[src/rtl/if_stage.sv]
// Instruction-fetch stage with IF/ID pipeline register.
// Keeps a single request in flight to a variable-latency instruction memory,
// parks a returned word while decode is stalled, and squashes wrong-path
// responses after a branch or jump redirect.
module if_stage #(
  parameter logic [31:0] RESET_PC = 32'h0000_0000
) (
  input  logic        clk,
  input  logic        rst,
  input  logic        stall,
  input  logic        branch,
  input  logic        Jump,
  input  logic [31:0] branchAddr,
  input  logic [31:0] jumpAddr,
  output logic        imem_req,
  output logic [31:0] imem_addr,
  input  logic        imem_rvalid,
  input  logic [31:0] imem_rdata,
  output logic [31:0] IF_ID_instr,
  output logic [31:0] IF_ID_PCout,
  output logic [31:0] pc_out
);

  localparam logic [1:0] IDLE = 2'd0;
  localparam logic [1:0] REQ  = 2'd1;
  localparam logic [1:0] WAIT = 2'd2;
  localparam logic [1:0] HOLD = 2'd3;

  logic [1:0]  state_r;
  logic [31:0] pc_r;
  logic [31:0] hold_buf_r;
  logic        kill_r;
  logic        req_r;
  logic [31:0] instr_r;
  logic [31:0] pcout_r;

  logic [1:0]  state_n_s;
  logic [31:0] pc_n_s;
  logic [31:0] hold_buf_n_s;
  logic        kill_n_s;
  logic        deliver_s;
  logic [31:0] deliver_data_s;
  logic [31:0] instr_n_s;
  logic [31:0] pcout_n_s;

  logic        redirect_s;
  logic [31:0] target_s;
  logic [31:0] pc_plus4_s;

  // Only jumpAddr[27:0] forms the jump target; the upper nibble comes from PC+4 in ID.
  logic        unused_s;
  assign unused_s = ^jumpAddr[31:28];

  assign pc_plus4_s = pc_r + 32'd4;
  assign redirect_s = (branch | Jump) & ~stall;

  // Redirect target: branch wins over jump; jump keeps the region bits of the ID-stage PC+4.
  always_comb begin
    if (branch) begin
      target_s = branchAddr;
    end else begin
      target_s = {pcout_r[31:28], jumpAddr[27:0]};
    end
  end

  // Fetch sequencer: next state, next PC, response parking and wrong-path squash.
  always_comb begin
    state_n_s      = state_r;
    pc_n_s         = pc_r;
    hold_buf_n_s   = hold_buf_r;
    kill_n_s       = kill_r;
    deliver_s      = 1'b0;
    deliver_data_s = 32'h0000_0000;
    case (state_r)
      IDLE: begin
        state_n_s = REQ;
      end
      REQ: begin
        state_n_s = WAIT;
        if (redirect_s) begin
          // The request just issued belongs to the old path; squash its response.
          pc_n_s   = target_s;
          kill_n_s = 1'b1;
        end else begin
          pc_n_s = pc_r;
        end
      end
      WAIT: begin
        if (imem_rvalid && kill_r) begin
          kill_n_s  = 1'b0;
          state_n_s = REQ;
          if (redirect_s) begin
            pc_n_s = target_s;
          end else begin
            pc_n_s = pc_r;
          end
        end else if (redirect_s) begin
          pc_n_s = target_s;
          if (imem_rvalid) begin
            state_n_s = REQ;
          end else begin
            kill_n_s  = 1'b1;
            state_n_s = WAIT;
          end
        end else if (imem_rvalid && stall) begin
          // Decode cannot accept yet: park the word so it is never lost.
          hold_buf_n_s = imem_rdata;
          state_n_s    = HOLD;
        end else if (imem_rvalid) begin
          deliver_s      = 1'b1;
          deliver_data_s = imem_rdata;
          pc_n_s         = pc_plus4_s;
          state_n_s      = REQ;
        end else begin
          state_n_s = WAIT;
        end
      end
      HOLD: begin
        if (stall) begin
          state_n_s = HOLD;
        end else if (redirect_s) begin
          hold_buf_n_s = 32'h0000_0000;
          pc_n_s       = target_s;
          state_n_s    = REQ;
        end else begin
          deliver_s      = 1'b1;
          deliver_data_s = hold_buf_r;
          pc_n_s         = pc_plus4_s;
          state_n_s      = REQ;
        end
      end
      default: begin
        state_n_s = IDLE;
      end
    endcase
  end

  // IF/ID next value: hold on stall, flush on redirect, load on delivery, otherwise bubble.
  always_comb begin
    instr_n_s = 32'h0000_0000;
    pcout_n_s = 32'h0000_0000;
    if (stall) begin
      instr_n_s = instr_r;
      pcout_n_s = pcout_r;
    end else if (redirect_s) begin
      instr_n_s = 32'h0000_0000;
      pcout_n_s = 32'h0000_0000;
    end else if (deliver_s) begin
      instr_n_s = deliver_data_s;
      pcout_n_s = pc_plus4_s;
    end else begin
      instr_n_s = 32'h0000_0000;
      pcout_n_s = 32'h0000_0000;
    end
  end

  // State, PC, parking buffer and request pulse registers.
  always_ff @(posedge clk or negedge rst) begin
    if (!rst) begin
      state_r    <= IDLE;
      pc_r       <= RESET_PC;
      hold_buf_r <= 32'h0000_0000;
      kill_r     <= 1'b0;
      req_r      <= 1'b0;
    end else begin
      state_r    <= state_n_s;
      pc_r       <= pc_n_s;
      hold_buf_r <= hold_buf_n_s;
      kill_r     <= kill_n_s;
      req_r      <= (state_n_s == REQ);
    end
  end

  // IF/ID pipeline register.
  always_ff @(posedge clk or negedge rst) begin
    if (!rst) begin
      instr_r <= 32'h0000_0000;
      pcout_r <= 32'h0000_0000;
    end else begin
      instr_r <= instr_n_s;
      pcout_r <= pcout_n_s;
    end
  end

  assign imem_req    = req_r;
  assign imem_addr   = pc_r;
  assign pc_out      = pc_r;
  assign IF_ID_instr = instr_r;
  assign IF_ID_PCout = pcout_r;

endmodule

[config.mk]
export PLATFORM = sky130hd
export DESIGN_NAME = if_stage
export DESIGN_NICKNAME = d
export VERILOG_FILES = /design/src/rtl/if_stage.sv
export SDC_FILE = /design/constraint.sdc
export NUM_CORES = 1
export LEC_CHECK = 0
export CAP_MARGIN = 20
export CELL_PAD_IN_SITES_DETAIL_PLACEMENT = 1
export CELL_PAD_IN_SITES_GLOBAL_PLACEMENT = 2
export CORE_ASPECT_RATIO = 1.75
export CORE_MARGIN = 2
export CORE_UTILIZATION = 29
export DETAILED_ROUTE_END_ITERATION = 12
export PLACE_DENSITY = 0.85
export SETUP_SLACK_MARGIN = 0.02
export SYNTH_ARGS = -nofsm -noshare
export SYNTH_HDL_FRONTEND = slang
export SYNTH_SLANG_ARGS = --single-unit
[constraint.sdc]
create_clock -name clk -period 5.8 [get_ports clk]
set_clock_uncertainty 0.1 [all_clocks]
set_input_delay 0.58 -clock clk [delete_from_list [all_inputs] [get_ports clk]]
set_output_delay 0.58 -clock clk [all_outputs]
set_load 0.01 [all_outputs]
After elaboration in Yosys (flattened, before gate mapping)

Cells that the tools add are included.

Add/sub/neg operators: 1
Multiply operators: 0
Divide/modulo/power cells: 0
$lt $le $gt $ge: 0
Equal/unequal tests: 14
Shift-type cells: 0
Muxes and demuxes: 41
Bitwise gates (word level): 3
Reductions and logical operators: 9

Operators by type and width:

| kind                                                                  | number |
|---|---|
| 32-bit two-way mux                                                    | 20 |
| 32-bit one-hot mux with 2 select lines                                | 2 |
| 32-bit one-hot mux with 3 select lines                                | 1 |
| 32-bit by 3-bit adder with 32-bit output, second input constant       | 1 |
| 2-bit inequality test, second input constant                          | 6 |
| 1-bit two-way mux                                                     | 10 |
| 2-bit two-way mux                                                     | 5 |
| 4-bit inequality test, second input constant                          | 2 |
| 2-bit one-hot mux with 4 select lines                                 | 1 |
| 4-bit AND reduction                                                   | 2 |
| 3-bit inequality test, second input constant                          | 2 |
| 6-bit AND reduction                                                   | 1 |
| 2-bit by 1-bit equality test with 1-bit output, second input constant | 2 |
| 2-bit equality test, second input constant                            | 2 |
| 1-bit one-hot mux with 2 select lines                                 | 2 |
| 2-bit nonzero test                                                    | 2 |
| 3-bit nonzero test                                                    | 1 |
| 1-bit logical AND                                                     | 2 |
| 2-bit zero test                                                       | 1 |
| 1-bit AND                                                             | 1 |
| 1-bit inverter                                                        | 1 |
| 1-bit OR                                                              | 1 |

Register bits after elaboration: 132
Latch bits: 0
Memory bits (writable): 0
Memory bits (read-only): 0
Bits of input ports: 102
Logic and storage cells: 75
Memories kept: 0

Depth between registers and ports, before layout

Gate-level depths: netlist of the first run.

Depth in word-level cells: 7
Gate-level depth with buffers: 8
Mapped depth without buffers: 6

Worst setup path before layout of the first run

OpenSTA, ideal clock, no wires.

Path kind: input port to flip-flop
Start point: in branch
End point: reg pc_r[24] (netlist: imem_addr[24])
Setup time: 0.128 ns
Data arrival time: 1.916 ns
Data required time: 5.572 ns
Path slack: 3.656 ns
Stages: 8
Buffers on the path: 4
Cell sequence: buf_2 -> o31a_1 -> o22a_1 -> buf_2 -> nand2_1 -> buf_2 -> clkbuf_2 -> o21ai_0

Cells in the longest elaborated chain, start to end: 5
Elaborated cells on any way between the ends: 12
Those cells by class: eq/ne: 2; mux: 7; bitwise: 2; reduce/logical: 1

Ends and longest elaborated chain:

| item                                   | RTL line | RTL |
|---|---|---|
| start: declaration                     | 11       | `input logic branch,` |
| 1-bit OR                               | 55       | `assign redirect_s = (branch \| Jump) & ~stall;` |
| 1-bit AND                              | 55       |  |
| 32-bit two-way mux (on tied branches)  | --       |  |
| 32-bit two-way mux (on tied branches)  | 119, 89  |  |
| 32-bit one-hot mux with 3 select lines | 74       | `case (state_r)` |
| end signal: assignment                 | 167      | `pc_r <= pc_n_s;` |
| end: declaration                       | 30       | `logic [31:0] pc_r;` |

Several ways; a longest one is shown, not always the timed one. The select of a mux whose other input is x is not followed.
A chain may end at the register's enable or synchronous reset.

Final worst setup path of the first run

Start point: in Jump
End point: reg instr_r[3] (netlist: IF_ID_instr[3])

Cells in the longest elaborated chain, start to end: 7
Elaborated cells on any way between the ends: 9
Those cells by class: mux: 7; bitwise: 2

Ends and longest elaborated chain:

| item                                  | RTL line | RTL |
|---|---|---|
| start: declaration                    | 12       | `input logic Jump,` |
| 1-bit OR (*)                          | 55       |  |
| 1-bit AND (*)                         | 55       |  |
| 1-bit two-way mux (on tied branches)  | 121, 97  |  |
| 1-bit two-way mux (on tied branches)  | 119, 89  |  |
| 1-bit one-hot mux with 2 select lines | 74       |  |
| 32-bit two-way mux                    | 148      | `end else if (deliver_s) begin` |
| 32-bit two-way mux (*)                | 145      | `end else if (redirect_s) begin` |
| end signal: assignment                | 180      | `instr_r <= instr_n_s;` |
| end: declaration                      | 34       | `logic [31:0] instr_r;` |

Every way passes the cells marked *; elsewhere a longest branch is shown, timed or not.

==> flow_metrics.env, run 1 <==
export IMPL_status="completed"
export IMPL_fp_coreArea_mm2=0.0227
export IMPL_diodes=0
export IMPL_clock_latency_ns=0.43
export IMPL_r2r_start="state_r[0]"
export IMPL_cts_tree="yes"
export IMPL_drcViolationCount=0
export IMPL_crit_path_start_kind="primary input"
export IMPL_cts_max_path_buffers=2
export IMPL_syn_nets=780
export IMPL_synth_simple_area_share=0.127
export IMPL_clock_sinks=132
export IMPL_syn_inst=677
export IMPL_num_vias=6026
export IMPL_rsz0062_at_grt="no"
export IMPL_crit_arrival_ns=3.44
export IMPL_hold_violations=0
export IMPL_cts_buffers=17
export IMPL_cts_max_level=4
export IMPL_power_mw=4.75
export IMPL_nets=953
export IMPL_cts_post_setup_buffers_inserted=0
export IMPL_grt_max_degree=79
export IMPL_grt_first_pass_wirelength_mm=37.7
export IMPL_cp_required_ns=6.04
export IMPL_rows=73
export IMPL_synth_fa_ha_area_frac=0.00187
export IMPL_portBuffers=226
export IMPL_syn_cell_area_mm2=0.00670
export IMPL_cts_root_buf="clkbuf_16"
export IMPL_p_leak_nw=3.80
export IMPL_ios=231
export IMPL_relSlewSlack=0.299
export IMPL_synth_avg_cell_area_um2=9.90
export IMPL_first_pass_iters=5
export IMPL_setup_viol=0
export IMPL_drv_cap=0
export IMPL_area_delta_synth_final_pct=42.1
export IMPL_async_flop_share=1.00
export IMPL_tightestPinTransition_ns=1.05
export IMPL_die_area_mm2=0.0244
export IMPL_final_cells=1160
export IMPL_track_usage=0.203
export IMPL_grt_overflow_total=0
export IMPL_antenna_left=0
export IMPL_cp_end_kind="flip-flop"
export IMPL_fin_crit_sh=0.552
export IMPL_place_ws_ns=2.07
export IMPL_grt_pass1_vias=6479
export IMPL_critical_path_startpoint="Jump"
export IMPL_yosysSeqAreaShare=0.493
export IMPL_drive_gt1_frac=0.0779
export IMPL_ys_seq_elements=132
export IMPL_routed_wl_mm=24.2
export IMPL_hpwlAfterDp_mm=16.7
export IMPL_fp_dieW_um=119
export IMPL_criticalPathCategory="primary input to flip-flop"
export IMPL_drt_iter0_markers=187
export IMPL_dp_cells=1130
export IMPL_slew_viol_final=0
export IMPL_cp_max_fo=45
export IMPL_ys_warn_count=0
export IMPL_ys_flop_type="dfrtp_1"
export IMPL_layout_commonest_cell="clkdlybuf4s50_1"
export IMPL_fin_area_mm2=0.00952
export IMPL_synth_top_family_by_area="compound AO/OA/AOI/OAI gates"
export IMPL_antenna_found_initial=0
export IMPL_synth_xor_area_frac=0.0366
export IMPL_ys_types=62
export IMPL_synth_compound_area_frac=0.231
export IMPL_setup_ws_ns=2.60
export IMPL_final_cell_mix="223 x clkdlybuf4s50_1, 132 x dfrtp_1, 84 x nand2_1"
export IMPL_start_util=0.295
export IMPL_period_needed_ns=3.20
export IMPL_synth_edff_count=0
export IMPL_hold_class="primary input to asynchronous set/reset pin"
export IMPL_power_per_cell_area_mw_per_mm2=499
export IMPL_die_h_um=205
export IMPL_clock_fmax_ghz=0.313
export IMPL_gp_congestion=0.762
export IMPL_clk_pin_slew_ns=0.06
export IMPL_placed_area_mm2=0.00898
export IMPL_post_cts_resized=0
export IMPL_cts_hold_fix_buffers=0
export IMPL_finalSetupTns_ns=0
export IMPL_wl_per_cell_um=20.8
export IMPL_ir_drop_v=0.000254
export IMPL_synthMuxAreaShare=0.0401
export IMPL_via_per_inst=5.19
## synthesized netlist by cell type (5+ instances only)
cell type	count	area share
nand4_1	8	0.0075
buf_2	14	0.010
nor4_1	6	0.0056
nand2_1	85	0.048
clkbuf_1	30	0.017
o21ai_0	73	0.055
nand3_1	14	0.010
buf_4	33	0.037
mux2i_1	19	0.028
and3_1	5	0.0047
nor2_1	28	0.016
a22o_1	37	0.048
mux2_2	7	0.012
a21oi_1	31	0.023
dfrtp_1	132	0.49
xnor2_1	14	0.018
a22oi_1	41	0.046
xor2_1	14	0.018
o22a_1	7	0.0091
o21ai_1	7	0.0052
o22ai_1	6	0.0056
## metrics by stage
step,hold WS [ns],util
6_report,0.0841,0.419
2_1_floorplan,0.184,-
3_5_place_dp,0.372,0.395
4_1_cts,0.120,0.418
3_3_place_gp,0.365,0.395
5_1_grt,0.138,0.419
## critical path, stage by stage
cell             delay, ns
clkdlybuf4s50_1       0.49
o21bai_4              0.48
and3_1                0.53
nand2_2               0.63
buf_4                 0.48
o21ai_0               0.22
## cells by family after synthesis
| family | count (synthesis) |
|---|---|
| AO/OA/AOI/OAI | 232 |
| AND/OR/NAND/NOR | 171 |
| XOR/XNOR | 28 |
| buffers and inverters | 87 |
| multiplexers | 26 |
| adder cells (fa/ha/maj) | 1 |
| flip-flops | 132 |
## layer usage
metal / GRT usage / routed length, um / up-vias
met5: 0 / 0 / -
met4: 0.0825 / 732 / 0
met1: 0.221 / 9080 / 3034
li1: - / - / 2774
met2: 0.369 / 13200 / 174
met3: 0.0526 / 1120 / 44
## flip-flops by register name, summed over array words and instances (netlist names)
register / cells
IF_ID_PCout: 32
state_r: 2
imem_req: 1
imem_addr: 32
kill_r: 1
hold_buf_r: 32
IF_ID_instr: 32
## path summary, 6_finish.rpt
kind	end	slack [ns]	depth (start not counted)
max	IF_ID_instr[3]	2.60	6
min	IF_ID_PCout[16]	0.08	1
max reg2reg	IF_ID_instr[3]	3.06	5
min reg2reg	IF_ID_PCout[20]	0.38	2
max in group asynchronous	IF_ID_instr[0]	4.25	2
min in group clk	IF_ID_PCout[20]	0.38	2
## report_power, final
| part | internal [mW] | switching [mW] |
|---|---|---|
| sequential | 1.27 | 0.421 |
| clock | 0.605 | 0.398 |
| combinational | 1.04 | 1.03 |
## cell type report
class / instances / area (um^2)
Fill cell: 2516 / 13200
Sequential cell: 132 / 3300
Multi-Input combinational cell: 458 / 2960
Timing Repair Buffer: 237 / 2330
Clock buffer: 25 / 515
Tap cell: 300 / 375
Clock inverter: 4 / 22.5
Inverter: 4 / 15.0
No activity file was read; power rests on OpenSTA's default activity.
==> inputs of run 2 (changes only) <==
Settings changed: CORE_UTILIZATION 29 to 27, PLACE_DENSITY 0.85 to 0.8.
Clock period 5.8 ns to 3 ns, I/O delays scaled along.
==> flow_metrics.env, run 2 (synthesized netlist as in run 1, its figures left out) <==
export IMPL_path_buf_inv=0
export IMPL_rows=76
export IMPL_crit_family="simple AND/OR/NAND/NOR gates"
export IMPL_first_pass_iters=4
export IMPL_drt_iter0_markers=192
export IMPL_track_usage=0.190
export IMPL_crit_arrival_ns=2.54
export IMPL_grt_max_degree=55
export IMPL_hp_start="stall"
export IMPL_clk_pin_slew_ns=0.06
export IMPL_seqPwrFrac=0.345
export IMPL_ff2ff_path_depth=5
export IMPL_criticalPathCategory="flip-flop to flip-flop"
export IMPL_ios=231
export IMPL_diodes=0
export IMPL_wl_per_cell_um=20.4
export IMPL_cts_max_level=4
export IMPL_clock_sinks=132
export IMPL_worstReg2RegEnd="imem_addr[19]"
export IMPL_drv_cap=0
export IMPL_area_delta_synth_final_pct=45.2
export IMPL_cp_max_fo=9
export IMPL_final_fill_count=2809
export IMPL_r2r_start="imem_addr[5]"
export IMPL_hold_ws_ns=0.125
export IMPL_routed_wl_mm=24.4
export IMPL_ir_drop_v=0.000374
export IMPL_status="completed"
export IMPL_critPathMaxStageDelay_ns=0.60
export IMPL_grt_first_pass_wirelength_mm=37.5
export IMPL_cts_tree="yes"
export IMPL_portBuffers=226
export IMPL_fin_crit_sh=0.771
export IMPL_p_leak_nw=3.89
export IMPL_crit_path_start_kind="flip-flop"
export IMPL_num_vias=6098
export IMPL_power_per_cell_area_mw_per_mm2=962
export IMPL_period_needed_ns=2.31
export IMPL_p_int_mw=5.71
export IMPL_gp_congestion=0.784
export IMPL_grt_pass1_vias=6457
export IMPL_critical_path_startpoint="imem_addr[5]"
export IMPL_slew_viol_final=0
export IMPL_r2r_slack_ns=0.69
export IMPL_die_area_mm2=0.0261
export IMPL_post_cts_resized=0
export IMPL_nets=972
export IMPL_sw_frac_of_total=0.390
export IMPL_cts_root_buf="clkbuf_16"
export IMPL_fin_area_mm2=0.00973
export IMPL_hpwlAfterDp_mm=17.5
export IMPL_crit_chain="nand4_4, nor4_4, and2b_1, a211oi_1, a311oi_1"
export IMPL_setup_ws_ns=0.687
export IMPL_place_ws_ns=0.496
export IMPL_finalSetupTns_ns=0
export IMPL_tightestPinTransition_ns=1.04
export IMPL_cts_max_path_buffers=2
export IMPL_p_clk_frac=0.212
export IMPL_antenna_left=0
export IMPL_clock_latency_ns=0.43
export IMPL_fp_dieW_um=123
export IMPL_hold_class="primary input to flip-flop"
export IMPL_die_h_um=212
export IMPL_setup_viol=0
export IMPL_grt_overflow_total=0
export IMPL_pwr_share_comb=0.443
export IMPL_rsz0062_at_grt="no"
export IMPL_hold_depth=2
export IMPL_via_per_inst=5.11
export IMPL_antenna_found_initial=0
export IMPL_fp_coreArea_mm2=0.0245
export IMPL_start_util=0.273
export IMPL_placed_area_mm2=0.00916
export IMPL_cp_end_kind="flip-flop"
export IMPL_drcViolationCount=0
export IMPL_cp_required_ns=3.22
export IMPL_power_switching_mw=3.65
export IMPL_hold_violations=0
export IMPL_layout_commonest_cell="clkdlybuf4s50_1"
export IMPL_relSlewSlack=0.299
export IMPL_clock_fmax_ghz=0.432
export IMPL_drive_gt1_frac=0.102
export IMPL_cts_buffers=17
export IMPL_hold_end="IF_ID_PCout[31]"
export IMPL_final_cell_mix="223 x clkdlybuf4s50_1, 132 x dfrtp_1, 84 x nand2_1"
export IMPL_critical_path_slowest_cell="nor4_4"
[run 2: cell types whose count changed in the layout (fill, tap and decap cells not counted), sizes merged]
cell         change
buf             +19
clkbuf           -5
clkinvlp         +7
dlygate4sd3      +1
[run 2: routing by layer]
layer / up-vias / global-route usage / wire, um
met2: 163 / 0.351 / 13400
met3: 29 / 0.0440 / 1280
met5: - / 0 / 0
met4: 0 / 0.0635 / 472
li1: 2827 / - / -
met1: 3079 / 0.210 / 9260
[run 2: worst register-to-register path, stage by stage, from the launching register on]
cell,delay [ns]
dfrtp_1,0.56
nand4_4,0.30
nor4_4,0.61
and2b_1,0.27
a211oi_1,0.09
a311oi_1,0.28
[run 2: timing repair]
action	CTS	global route
hold buffers	1	0
hold endpoints to repair	52	0
buffers inserted	0	0
[run 2: how the worst max path moves through the flow]
| stage | endpoint | slack, ns | cells after the start |
|---|---|---|---|
| after floorplan | imem_addr[18] | 0.97 | 6 |
| after global placement | imem_addr[11] | 0.56 | 7 |
| after detailed placement | imem_addr[11] | 0.50 | 7 |
| after CTS | imem_addr[19] | 0.68 | 5 |
| after global routing | imem_addr[19] | 0.45 | 5 |
| final | imem_addr[19] | 0.69 | 5 |
[run 2: through the flow]
| stage | total power [mW] | utilization | cells |
|---|---|---|---|
| 3_3_place_gp | 7.37 | 0.373 | 1161 |
| 2_1_floorplan | 5.30 | - | 677 |
| 3_5_place_dp | 7.46 | 0.373 | 1161 |
| 4_1_cts | 9.49 | 0.397 | 1194 |
| 6_report | 9.36 | 0.397 | 1194 |
| 5_1_grt | 9.97 | 0.397 | 1194 |
[run 2: power groups by stage]
stage	Clock (mW)	Sequential (mW)	Combinational, mW
final	1.98	3.23	4.14
after global routing	2.10	3.34	4.52
after floorplan	0	3.22	2.08
after detailed placement	0	3.26	4.20
after global placement	0	3.24	4.13
after CTS	2.02	3.24	4.22
[run 2: layout make-up]
| class | instances | area [um^2] | share of cell area |
|---|---|---|---|
| Timing Repair Buffer | 256 | 2510 | 0.258 |
| Clock buffer | 21 | 480 | 0.0494 |
| Clock inverter | 11 | 78.8 | 0.00810 |
| Tap cell | 312 | 390 | 0.0401 |
| Multi-Input combinational cell | 458 | 2960 | 0.304 |
| Sequential cell | 132 | 3300 | 0.340 |
| Inverter | 4 | 15.0 | 0.00154 |
==> inputs of run 3 (changes only) <==
Clock period 3 ns to 2.2 ns, I/O delays scaled along.
==> flow_metrics.env, run 3 (synthesized netlist as in run 1, its figures left out) <==
export IMPL_gp_congestion=0.825
export IMPL_drt_iter0_markers=243
export IMPL_via_per_inst=5.10
export IMPL_wl_per_cell_um=20.5
export IMPL_rows=76
export IMPL_worst_path_stages=6
export IMPL_r2r_slack_ns=0.15
export IMPL_slew_viol_final=0
export IMPL_hpwlAfterDp_mm=18.7
export IMPL_area_delta_synth_final_pct=52.0
export IMPL_rsz0062_at_grt="no"
export IMPL_die_h_um=212
export IMPL_critical_path_startpoint="imem_addr[2]"
export IMPL_diodes=0
export IMPL_grt_max_degree=50
export IMPL_r2r_start="imem_addr[2]"
export IMPL_num_vias=6309
export IMPL_grt_overflow_total=0
export IMPL_crit_chain="ha_1, nand2_1, or4_4, nor3_2, a211oi_1, nor3_2"
export IMPL_crit_path_start_kind="flip-flop"
export IMPL_power_per_cell_area_mw_per_mm2=1350
export IMPL_track_usage=0.200
export IMPL_relSlewSlack=0.374
export IMPL_period_needed_ns=2.05
export IMPL_power_mw=13.7
export IMPL_portBuffers=226
export IMPL_worstReg2RegEnd="imem_addr[20]"
export IMPL_drive_gt1_frac=0.146
export IMPL_cp_end_kind="flip-flop"
export IMPL_cts_max_path_buffers=2
export IMPL_antenna_left=0
export IMPL_first_pass_iters=4
export IMPL_layout_commonest_cell="clkdlybuf4s50_1"
export IMPL_cts_root_buf="clkbuf_16"
export IMPL_drv_cap=0
export IMPL_fin_crit_sh=0.931
export IMPL_placed_area_mm2=0.00951
export IMPL_cp_max_fo=5
export IMPL_critical_path_slowest_cell="or4_4"
export IMPL_start_util=0.273
export IMPL_cp_required_ns=2.45
export IMPL_crit_arrival_ns=2.30
export IMPL_p_leak_nw=4.17
export IMPL_crit_family="simple AND/OR/NAND/NOR gates"
export IMPL_ios=231
export IMPL_ir_drop_v=0.000536
export IMPL_grt_pass1_vias=6967
export IMPL_cts_buffers=17
export IMPL_path_buf_inv=0
export IMPL_status="completed"
export IMPL_final_cell_mix="223 x clkdlybuf4s50_1, 131 x dfrtp_1, 84 x nand2_1"
export IMPL_clock_fmax_ghz=0.488
export IMPL_die_area_mm2=0.0261
export IMPL_critPathMaxStageDelay_ns=0.55
export IMPL_cts_tree="yes"
export IMPL_cts_max_level=4
export IMPL_grt_first_pass_wirelength_mm=39.4
export IMPL_clock_sinks=132
export IMPL_hold_class="primary input to asynchronous set/reset pin"
export IMPL_criticalPathCategory="flip-flop to flip-flop"
export IMPL_critPathMostFrequentCell="nor3_2"
export IMPL_setup_viol=0
export IMPL_crit_path_end="imem_addr[20]"
export IMPL_antenna_found_initial=0
export IMPL_routed_wl_mm=25.3
export IMPL_clk_pin_slew_ns=0.06
export IMPL_fp_coreArea_mm2=0.0245
export IMPL_clock_latency_ns=0.43
export IMPL_nets=1016
export IMPL_fp_dieW_um=123
export IMPL_drcViolationCount=0
export IMPL_tightestPinTransition_ns=0.936
export IMPL_fin_area_mm2=0.0102
export IMPL_ff2ff_path_depth=6
export IMPL_hold_violations=0
==> run 3: cell count changes in the layout (fill, tap and decap cells not counted), sizes merged <==
| cell | change |
|---|---|
| clkbuf | +3 |
| bufinv | +3 |
| buf | +44 |
| clkinvlp | -6 |
==> run 3: worst reg2reg max path, stage by stage, from the launching register on <==
cell and delay, ns:
dfrtp_1 0.44, ha_1 0.20, nand2_1 0.13, or4_4 0.55
nor3_2 0.22, a211oi_1 0.15, nor3_2 0.18
==> run 3: layer usage <==
metal | wire [um] | up-vias | track usage
met1 | 9300 | 3209 | 0.212
met4 | 659 | 0 | 0.0772
met2 | 14100 | 168 | 0.373
met3 | 1310 | 34 | 0.0464
li1 | - | 2898 | -
met5 | 0 | - | 0
==> run 3: worst min path at each step <==
stage / slack [ns] / to / cells after the start / start
after floorplan: -0.18 / IF_ID_PCout[0] / 0 / rst
after global placement: 0.11 / imem_addr[16] / 1 / rst
after detailed placement: 0.11 / IF_ID_PCout[16] / 1 / rst
after CTS: 0.20 / IF_ID_instr[27] / 4 / stall
after global routing: 0.23 / IF_ID_instr[29] / 4 / stall
final: 0.21 / IF_ID_PCout[16] / 2 / rst
==> run 3: what timing repair did <==
| action | 4_1_cts | 5_1_grt |
|---|---|---|
| resized for setup | 0 | 3 |
| endpoints found under the hold margin | 46 | 0 |
| buffers inserted | 0 | 2 |
| hold buffers | 1 | 0 |
| endpoints found under the setup margin | 0 | 6 |
==> run 3: layout make-up <==
type | instances | area (um^2)
fillers | 2785 | 14400
flip-flops and latches | 132 | 3300
multi-input cells | 458 | 2970
repair buffers | 300 | 2870
clock buffers | 24 | 512
well taps | 312 | 390
clock inverters | 8 | 120
inverters | 4 | 15.0
==> run 3: report_power, final <==
part	internal [mW]	switching [mW]	leakage (nW)
logic	3.31	3.28	2.15
registers	3.35	0.712	1.72
clock network	1.96	1.10	0.308
==> run 3: through the flow <==
step	instances	hold WS (ns)	TNS (ns)	setup WS [ns]	utilization
after floorplan	677	-0.176	0	0.172	-
after global placement	1203	0.106	-2.61	-0.119	0.388
after CTS	1236	0.205	0	0.126	0.414
final	1238	0.206	0	0.151	0.415
after global routing	1238	0.233	0	0.0699	0.415
after detailed placement	1203	0.110	-4.40	-0.116	0.388
